### config.mk
export PLATFORM = sky130hd
export DESIGN_NAME = func_bist_ctrl
export DESIGN_NICKNAME = d
export VERILOG_FILES = /design/src/rtl/func_bist_ctrl.sv
export SDC_FILE = /design/constraint.sdc
export NUM_CORES = 1
export LEC_CHECK = 0
export CAP_MARGIN = 25
export CELL_PAD_IN_SITES_DETAIL_PLACEMENT = 0
export CELL_PAD_IN_SITES_GLOBAL_PLACEMENT = 2
export CORE_ASPECT_RATIO = 1.2
export CORE_UTILIZATION = 33
export DETAILED_ROUTE_END_ITERATION = 12
export MAX_ROUTING_LAYER = met4
export PLACE_DENSITY_LB_ADDON = 0.15
export SETUP_SLACK_MARGIN = 0.5
export SLEW_MARGIN = 20
export SYNTH_ARGS = -nofsm -noshare
export SYNTH_HDL_FRONTEND = slang
export SYNTH_SLANG_ARGS = --single-unit
### constraint.sdc
create_clock -name clk -period 2.2 [get_ports clk]
set_input_delay 0.66 -clock clk [delete_from_list [all_inputs] [get_ports clk]]
set_output_delay 0.66 -clock clk [all_outputs]
set_load 0.01 [all_outputs]
### src/rtl/func_bist_ctrl.sv
// BIST sequencer for f = x1'x2'x3' + x1'x3'x4 + x1x2x4' + x2x3: sweeps all 16 vectors into
// the NAND and NOR netlists, samples after a settle delay and scores both against GOLDEN.
module func_bist_ctrl #(
  parameter logic [15:0] GOLDEN        = 16'hD0E3,
  parameter int unsigned SETTLE_CYCLES = 2
) (
  input  logic       clk,
  input  logic       rst,
  input  logic       start,
  input  logic       abort,
  output logic [3:0] vec,
  input  logic       nand_in,
  input  logic       nor_in,
  output logic       busy,
  output logic       done,
  output logic       pass,
  output logic [4:0] err_nand_cnt,
  output logic [4:0] err_nor_cnt,
  output logic       fail_valid,
  output logic [3:0] fail_vec
);

  typedef enum logic [1:0] {IDLE, DRIVE, SAMPLE, DONE} state_t;

  localparam logic [7:0] SETTLE_LAST = 8'(SETTLE_CYCLES - 1);

  state_t     state, next_state;
  logic [7:0] settle_cnt;
  logic       accept;
  logic       golden_bit;
  logic       nand_mis;
  logic       nor_mis;

  assign accept     = (state == IDLE) && start && !abort;
  assign golden_bit = GOLDEN[vec];
  assign nand_mis   = (nand_in != golden_bit);
  assign nor_mis    = (nor_in != golden_bit);

  always_ff @(posedge clk or posedge rst) begin
    if (rst) state <= IDLE;
    else     state <= next_state;
  end

  always_comb begin
    next_state = state;
    case (state)
      IDLE:    if (start && !abort) next_state = DRIVE;
      DRIVE: begin
        if (abort)                          next_state = IDLE;
        else if (settle_cnt == SETTLE_LAST) next_state = SAMPLE;
      end
      SAMPLE: begin
        if (abort)              next_state = IDLE;
        else if (vec == 4'hF)   next_state = DONE;
        else                    next_state = DRIVE;
      end
      DONE:    next_state = IDLE;
      default: next_state = IDLE;
    endcase
  end

  // Registered outputs; an abort suppresses the scoring of a SAMPLE cycle.
  always_ff @(posedge clk or posedge rst) begin
    if (rst) begin
      vec          <= 4'd0;
      settle_cnt   <= 8'd0;
      busy         <= 1'b0;
      done         <= 1'b0;
      pass         <= 1'b0;
      err_nand_cnt <= 5'd0;
      err_nor_cnt  <= 5'd0;
      fail_valid   <= 1'b0;
      fail_vec     <= 4'd0;
    end else begin
      busy <= (next_state == DRIVE) || (next_state == SAMPLE);
      done <= (state == DONE);
      if (accept) begin
        vec          <= 4'd0;
        settle_cnt   <= 8'd0;
        pass         <= 1'b0;
        err_nand_cnt <= 5'd0;
        err_nor_cnt  <= 5'd0;
        fail_valid   <= 1'b0;
        fail_vec     <= 4'd0;
      end else begin
        case (state)
          DRIVE: begin
            if (!abort) settle_cnt <= settle_cnt + 8'd1;
          end
          SAMPLE: begin
            if (!abort) begin
              if (nand_mis) err_nand_cnt <= err_nand_cnt + 5'd1;
              if (nor_mis)  err_nor_cnt  <= err_nor_cnt + 5'd1;
              if (!fail_valid && (nand_mis || nor_mis)) begin
                fail_vec   <= vec;
                fail_valid <= 1'b1;
              end
              if (vec != 4'hF) begin
                vec        <= vec + 4'd1;
                settle_cnt <= 8'd0;
              end
            end
          end
          DONE: begin
            pass <= (err_nand_cnt == 5'd0) && (err_nor_cnt == 5'd0);
          end
          default: ;
        endcase
      end
    end
  end

endmodule

==> results.cfg <==
[synthesis]
synth_warnings = 0
synth_area_sq_mm = 0.001901
synth-seq-cells = 32
synthDistinctLibCells = 43
ys.flop_type = dfrtp_1
yosysSeqAreaShare_pct = 42.13
synth_edf_count = 0
async_reset_ff_share_pct = 100.0
syn_inst = 200
synth_area_per_cell_sq_um = 9.503
syn_nets = 215

[timing]
finClkSkew_ps = 4.614
finalSetupViolations = 0
slew_violations = 0
fmax_mhz = 555.9
finalCritPeriodShare_pct = 81.76
rsz0062_at_grt = true
fin_crit_ps = 1799
slew_headroom_pct = 69.50
fin_setup_tns_ps = 0
hold_viol_final = 0
worst_pin_slew_ps = 451.1

[die]
dieArea_sq_mm = 0.006068
num_rows = 29
fp.dieW_microns = 71.28
core_area_sq_mm = 0.005406
die_y_microns = 85.13
start_util_pct = 35.15
ios = 28

[grt]
overflow = 0
grt_pass1_wl_mm = 8.852
antenna_found_initial = 0
grt_pass1_vias = 1823
grt_max_degree = 20
track_usage_pct = 19.46

[cts]
clkSlewWorstSetupHoldPaths_ps = 70
cts_tree = done
clockBufferDepth = 2
root_buffer = clkbuf_8
worstSkewPairLatency_ps = 280
cts_hold_buffers = 0
numCtsBuffers = 5
clock-sinks = 32
htreeDepth = 2

[power]
switching_power_uw = 715.3
internal-power_uw = 1391
seqPwrFrac_pct = 35.0
powerDensity_mw_per_mm2 = 713.2
vdd_drop_max_mv = 0.5078
p_leak_uw = 0.001427
swShare_pct = 33.96
combPwrFrac_pct = 42.3
p_clk_share_pct = 22.8

[setup_path]
reg2regPathDepth = 6
critPathTopFamily = multiplexers
cp_max_fo = 6
cp.required_ps = 2370
crit_path_start_kind = flop
cp.buffers_inverters = 1
slowest_stage = dfrtp_2
max_stage_delay_ps = 440
cp.arrival_ps = 1970
crit_chain = buf_6, ha_4, mux2i_4, a21oi_4, mux2i_2, mux2_4
worstSetupPathType = flop to flop
endpoint_kind = flop
worst-path-stages = 6

[detailed_routing]
wl_per_cell_microns = 15.89
ant_nets = 0
vias = 1756
highest_layer = met4
met2_length_mm = 2.893
vias_per_cell = 5.180
wl_mm = 5.387
first_pass_iters = 8
drc_errors = 1
drt-met1-wl_mm = 2.315
drtIter0Drc = 113
dr_wl_met3_microns = 133

[layout]
nets = 291
fin_cells = 339
area_growth_pct = 55.37
finalInstanceArea_sq_mm = 0.002953
layout_common_cells = buf_4, nand2_1, dfrtp_1
final_common_cell = buf_4
drive_gt1_share_pct = 41.16
diodes = 0
fill_cells = 500
post-route-util_pct = 54.62

[placement]
place.gp.congestion = 0.7901
placedCellCount = 296
dp_hpwl_mm = 3.467
dpl_cell_area_sq_mm = 0.002425
port_buffers = 27

[hold_path]
worst_hold_path_type = flop to flop
min_delay_path_depth = 1

[flow_run]
drv_cap = 0

[run_status]
outcome = finished with violations
violations = design-rule violations
-- per-stage QoR --
stage / setup slack (ps) / hold slack [ps] / power (uW)
finish: 401.2 / 523.8 / 2106
global route: 355.4 / 554.3 / 2225
CTS: 346.5 / 529.8 / 2036
detailed placement: -191.9 / 503.7 / 1332
global placement: -129.3 / 478.2 / 1308
floorplan: 399.5 / 448.2 / 1129
-- metal layers --
layer  vias up  GRT usage, %
li1        869             -
met1       855         22.36
met2        28         34.72
met3         4         3.325
met4         0         5.091
met5         -             -
-- path summary, 6_finish.rpt --
kind / from / end / slack (ps)
worst min-delay path: settle_cnt[4] / settle_cnt[4] / 520
worst max register to register: vec[0] / err_nand_cnt[1] / 400
min in group asynchronous: rst / busy / 700
worst min register to register: settle_cnt[4] / settle_cnt[4] / 520
max in group asynchronous: rst / vec[1] / 1240
worst max-delay path: vec[0] / err_nand_cnt[1] / 400
-- repair_timing --
item / in CTS / in global routing
resized for setup: 75 / 26
cloned: 2 / 1
hold endpoints to repair: 0 / 0
buffers inserted: 26 / 6
pin swaps: 12 / 12
endpoints found under the setup margin: 52 / 30
-- cell usage after synthesis, types with 3 or more instances --
master    instances  area, sq um
a21oi_1           6        30.03
o21ai_0          12        60.06
nand3b_1          3        22.52
and2_1            5        31.28
clkbuf_1          5        18.77
nand3_1           9        45.04
nand2b_1          4        25.02
mux2i_1          18        180.2
ha_1              9        112.6
mux2_2            4        45.04
nand2_1          24        90.09
dfrtp_1          32        800.8
or3_1             4        25.02
buf_2             4        20.02
nor3_1            8        40.04
inv_1            11        41.29
nor2_1            6        22.52
and3_1            5        31.28
nor4b_1           5        43.79
-- final cells by class --
class	instances	area, sq um	area share (%)
clock buffers	8	90.09	3.051
inverters	11	46.29	1.568
multi-input cells	148	1270	43.01
flip-flops and latches	32	812.0	27.50
well taps	62	77.57	2.627
repair buffers	78	656.9	22.25
-- logic make-up (layout without fill, tap and decap cells) --
group           Yosys count  in the layout  synth area share (%)
compound gates           33             33                 11.46
flops                    32             32                 42.13
mux                      22             22                 11.85
xor+xnor                  1              1                0.4609
fa+ha+maj                 9              9                 5.925
simple gates             81             83                 23.17
buf+inv                  22             97                 5.003
-- power by group through the flow --
stage	clock (uW)	sequential, uW	combinational (uW)
final	479	736	891
after global routing	518	748	958
after CTS	497	744	795
after detailed placement	0	759	573
after global placement	0	754	554
after floorplan	0	749	380
-- flip-flops by register name, indices dropped and copies added (netlist names) --
register,flops
err_nand_cnt,5
state,2
busy,1
fail_vec,4
pass,1
done,1
err_nor_cnt,5
fail_valid,1
settle_cnt,8
vec,4
Note: power is estimated with default switching activity, not from simulation.
